File: src/rtl/mult_unit.sv
// mult_unit: iterative shift-add multiplier for the execute stage.
//   Takes one multiplier bit per cycle, so a multiply costs WIDTH+2 cycles
//   from the start edge to the first cycle the result is visible.
//   Signed operands are reduced to magnitudes up front. The sign is applied
//   once, at the end, to the full 2*WIDTH product.
// Ports:
//   clk        rising-edge clock
//   reset      asynchronous, active-low reset
//   start      start request; only looked at while idle
//   is_signed  1 = two's-complement operands (MULT), 0 = unsigned (MULTU)
//   a, b       multiplicand / multiplier, sampled on the start edge only
//   hi, lo     registered product upper / lower halves; held until the next result
//   busy       registered, high while a multiply is in flight (pipeline stall)
//   done       one-cycle pulse when hi/lo first show a new result
module mult_unit #(
    parameter int WIDTH = 32
) (
    input  logic             clk,
    input  logic             reset,
    input  logic             start,
    input  logic             is_signed,
    input  logic [WIDTH-1:0] a,
    input  logic [WIDTH-1:0] b,
    output logic [WIDTH-1:0] hi,
    output logic [WIDTH-1:0] lo,
    output logic             busy,
    output logic             done
);
    localparam int CW = $clog2(WIDTH) + 1;

    typedef enum logic [1:0] {IDLE, RUN, FIX} state_t;

    state_t             state;
    logic [2*WIDTH-1:0] acc;
    logic [2*WIDTH-1:0] mcand;   // holds ma << (WIDTH - count) for the current step
    logic [WIDTH-1:0]   mb;
    logic [CW-1:0]      count;
    logic               neg;

    // The magnitude of the most-negative value wraps to itself. Read as an
    // unsigned number, that is exactly 2^(WIDTH-1), so no extra bit is needed.
    logic [WIDTH-1:0] a_mag, b_mag;
    assign a_mag = (is_signed && a[WIDTH-1]) ? (~a + 1'b1) : a;
    assign b_mag = (is_signed && b[WIDTH-1]) ? (~b + 1'b1) : b;

    always_ff @(posedge clk or negedge reset) begin
        if (!reset) begin
            state <= IDLE;
            hi    <= '0;
            lo    <= '0;
            busy  <= 1'b0;
            done  <= 1'b0;
            acc   <= '0;
            mcand <= '0;
            mb    <= '0;
            count <= '0;
            neg   <= 1'b0;
        end else begin
            done <= 1'b0;
            case (state)
                IDLE: begin
                    if (start) begin
                        mcand <= {{WIDTH{1'b0}}, a_mag};
                        mb    <= b_mag;
                        neg   <= is_signed & (a[WIDTH-1] ^ b[WIDTH-1]);
                        acc   <= '0;
                        count <= CW'(WIDTH);
                        busy  <= 1'b1;
                        state <= RUN;
                    end
                end
                RUN: begin
                    // The loop always runs the full WIDTH steps, so latency is fixed.
                    if (mb[0]) acc <= acc + mcand;
                    mcand <= mcand << 1;
                    mb    <= mb >> 1;
                    count <= count - 1'b1;
                    if (count == CW'(1)) state <= FIX;
                end
                FIX: begin
                    {hi, lo} <= neg ? (~acc + 1'b1) : acc;
                    done     <= 1'b1;
                    busy     <= 1'b0;
                    state    <= IDLE;
                end
                default: state <= IDLE;
            endcase
        end
    end
endmodule
File: config.mk
export PLATFORM = sky130hd
export DESIGN_NAME = mult_unit
export DESIGN_NICKNAME = d
export VERILOG_FILES = /design/src/rtl/mult_unit.sv
export SDC_FILE = /design/constraint.sdc
export NUM_CORES = 1
export LEC_CHECK = 0
export ABC_AREA = 0
export CAP_MARGIN = 20
export CORE_MARGIN = 3
export CORE_UTILIZATION = 30
export CTS_BUF_LIST = sky130_fd_sc_hd__clkbuf_8
export DETAILED_ROUTE_END_ITERATION = 8
export PLACE_DENSITY = 0.5
export SYNTH_ARGS = -nofsm -noshare
export SYNTH_HDL_FRONTEND = slang
export SYNTH_SLANG_ARGS = --single-unit
File: constraint.sdc
create_clock -name clk -period 7.4 [get_ports clk]
set_clock_uncertainty 0.2 [all_clocks]
set_input_delay 1.48 -clock clk [delete_from_list [all_inputs] [get_ports clk]]
set_output_delay 1.48 -clock clk [all_outputs]
set_load 0.05 [all_outputs]
==> results by group <==
Clock tree
  – Setup bufs post-CTS: 0
  – Clock transition at path regs: roughly 0.06 ns
  – TritonCTS Sinks: 235
  – Clk_lat worst skew: 0.61 ns
  – H-tree depth: 2
  – CTS tree: yes
  – Hold-fix buffers, CTS: 0
  – CTS Buf Count: 45
  – Clk buf depth: 3
  – CTS root buf: clkbuf_8
  – PostCTS Resize Cnt: 0

Timing
  – Worst rel slew slack: between 30 and 40%
  – FMAX: between 200 and 250 MHz
  – Fin crit share: 59.0%
  – Post-route worst setup slack: 3.04 ns
  – Pins Over Slew Limit: 0
  – Final setup fails: 0
  – Period minus WS final: 4.37 ns
  – Least-Margin Pin Slew: 1.02 ns
  – Hold Violations, Final: 0
  – Fin Setup TNS: 0 ns
  – RSZ-0062 raised after global routing: false

Yosys
  – Syn. warnings: 0
  – Area of the mapped netlist: around 15000 sq um
  – Commonest cells post-synth: nand2_1 (299), o21ai_0 (241), dfrtp_1 (235)
  – Fraction of the yosys area taken by sequential cells: 38.2%
  – Asr flop ratio synth: between 90% and 100%
  – Post-synth EDFFs: 0
  – Most common cell in the netlist: nand2_1
  – Syn Nets: a little under 2000
  – Register bit total from synthesis: 235
  – Synth top area cells: dfrtp_1 (38%), o21ai_0 (7.8%), nand2_1 (7.3%)
  – Main flop type after synthesis: dfrtp_1
  – Post-synth top area share: about two fifths
  – Synth area leader: dfrtp_1
  – Distinct cell type count after synthesis: 70
  – Synth Area per Inst: 8.40 sq um
  – Post-Syn Instances: 1833

Worst setup path
  – Crit-path leading delay family: simple AND/OR/NAND/NOR gates
  – Worst R2R End: acc[58]
  – Worst EP required: 7.65 ns
  – FF-to-FF path depth: 13
  – Setup crit end: mb[29]
  – CP max FO: 4
  – Crit path buffers/inverters: 1
  – Crit. Startpoint: b[2]
  – Max stage delay on crit path: roughly 0.48 ns
  – Critical path arrival: 4.61 ns
  – Critical Path Most Common Cell: or3_1
  – WS Path Type: in -> reg
  – CP max stage cell: or4_1
  – Worst r2r src: acc[0]
  – Critical Path Source Type: input pin
  – Levels on crit path: 10
  – CP endpoint kind: flop
  – Crit path cell chain: clkdlybuf4s50_1 -> or3_1 -> or4_1 -> or3_1 -> or2_1 -> or3_1 -> nor3_1 -> a31oi_1 -> xnor2_1 -> o21ai_0
  – Setup slack, reg-to-reg: 3.18 ns

Final layout
  – Layout cells sized above 1: 5.44%
  – Fill cells: 5298
  – FF/Latch Area: 5880 sq um
  – Design Area, Final: 18200 sq um
  – Area occupied by multi-input gates: 8990 sq um
  – Syn-to-layout area delta: 18.0%
  – Final Non-Filler Cells: 2624
  – Layout Nets: approximately 2100

GRT
  – Largest net degree at the start of global routing: 124
  – Vias in the first global route: between 10000 and 15000
  – Aggregate global routing overflow: 0
  – Initial antenna violation count: 11
  – First-pass GRT wire length: 72300 um
  – Total Routing Usage GR: ~17%

Floorplanning
  – Die Height: 233 um
  – IO Count: 134
  – Std-Cell Rows: about 80
  – Die area: between 50000 and 60000 sq um
  – Die W: 233 um
  – Initial Utilization: around 31%
  – Placeable core area: approximately 50000 sq um

Routing
  – Via/cell ratio: 5.17
  – Routed WL: 44800 um
  – Vias: 13575
  – # DRC: 0
  – DR iter-0 viols: 907
  – Detail Route Antenna Nets: 0
  – Routed WL per cell: 17.1 um
  – Initial DRT Pass Iterations: 5

Pwr
  – Leakage: approximately 7.7 nW
  – Power Density: 403 nW/um^2
  – VDD IR max: 0.126 mV

Placed design
  – Placed Instances: 2542
  – GPL Wtd Cong: 0.893
  – Number of port buffers: 133
  – Worst slack, placed: between 2 and 2.5 ns
  – Area after DPL: around 17000 sq um
  – Final HPWL DP: around 34000 um

Worst hold path
  – HP Class: reg -> reg

Run status
  – Status: completed

Job
  – Max_cap viols: 0
## power by group
part	internal, W	leakage, nW	switching [W]
Clock	0.000685	0.505	0.000578
Combinational	0.00139	4.16	0.00241
Sequential	0.00174	3.05	0.000522
Total	0.00382	7.72	0.00351
## cells by family after synthesis
group	count (synthesis)	share of synthesized area [%]
fa+ha+maj	69	5.65
buf+inv	144	3.68
flops	235	38.2
mux	2	0.130
xor+xnor	180	10.2
simple gates	625	19.2
compound gates	578	22.9
## stage by stage
| step | power, W | hold slack [ns] | utilization (%) |
|---|---|---|---|
| floorplan | 0.00493 | 0.247 | - |
| global placement | 0.00606 | 0.263 | 34.2 |
| detailed placement | 0.00609 | 0.268 | 34.2 |
| CTS | 0.00740 | 0.282 | 36.0 |
| global route | 0.00795 | 0.305 | 36.0 |
| finish | 0.00733 | 0.276 | 36.0 |
## layout make-up
class	instances	share of cell area [%]
antenna	4	0.0551
clock buffer	53	4.01
clock inverter	24	0.764
inverter	37	0.764
multi-input combinational	1454	49.4
sequential	235	32.4
tap	672	4.62
timing repair buffer	145	7.98
## state kept, by name (all words and copies together), names as in the netlist
register	cells
mb	32
mcand	64
lo	32
state	2
acc	64
count	6
neg	1
done	1
hi	32
busy	1
## routing by layer
| layer | global-route usage, % | vias up | share of wire [%] |
|---|---|---|---|
| li1 | - | 6773 | - |
| met1 | 24.4 | 6395 | 51 |
| met2 | 23.8 | 306 | 41 |
| met3 | 3.21 | 87 | 5.1 |
| met4 | 5.68 | 14 | 2.7 |
| met5 | 0 | - | 0.19 |
## worst min-delay path by stage
stage,slack [ns],endpoint,start,depth (start not counted)
after floorplan,0.25,count[4],count[4],1
after global placement,0.26,count[4],count[4],1
after detailed placement,0.27,count[4],count[4],1
after CTS,0.28,count[4],count[4],1
after global routing,0.31,lo[28],lo[28],2
final,0.28,count[4],count[4],1
## worst register-to-register path: cells and delay by family (launching register included)
family	cells	cell delay (ns)
DFF	1	0.48
and+or+nand+nor	4	0.94
buffers and inverters	1	0.05
AOI/OAI and AO/OA	6	1.84
adders and majority gates	2	0.61
## cell usage in the layout (no fill, tap or decap), types with 15 or more instances in the layout
cell             instances
nand2_1                298
o21ai_0                241
nand3_1                 60
a21oi_1                110
clkbuf_8                53
o31ai_1                 30
nor3_1                  29
a22oi_1                 58
o21bai_1                15
clkdlybuf4s50_1        132
a21o_1                  29
ha_1                    68
o41ai_1                 17
or3_1                   24
nand4_1                 31
xor2_1                 120
nor2_1                  77
xnor2_1                 60
inv_1                   51
dfrtp_1                234
Power figures use the tool's default switching activity.
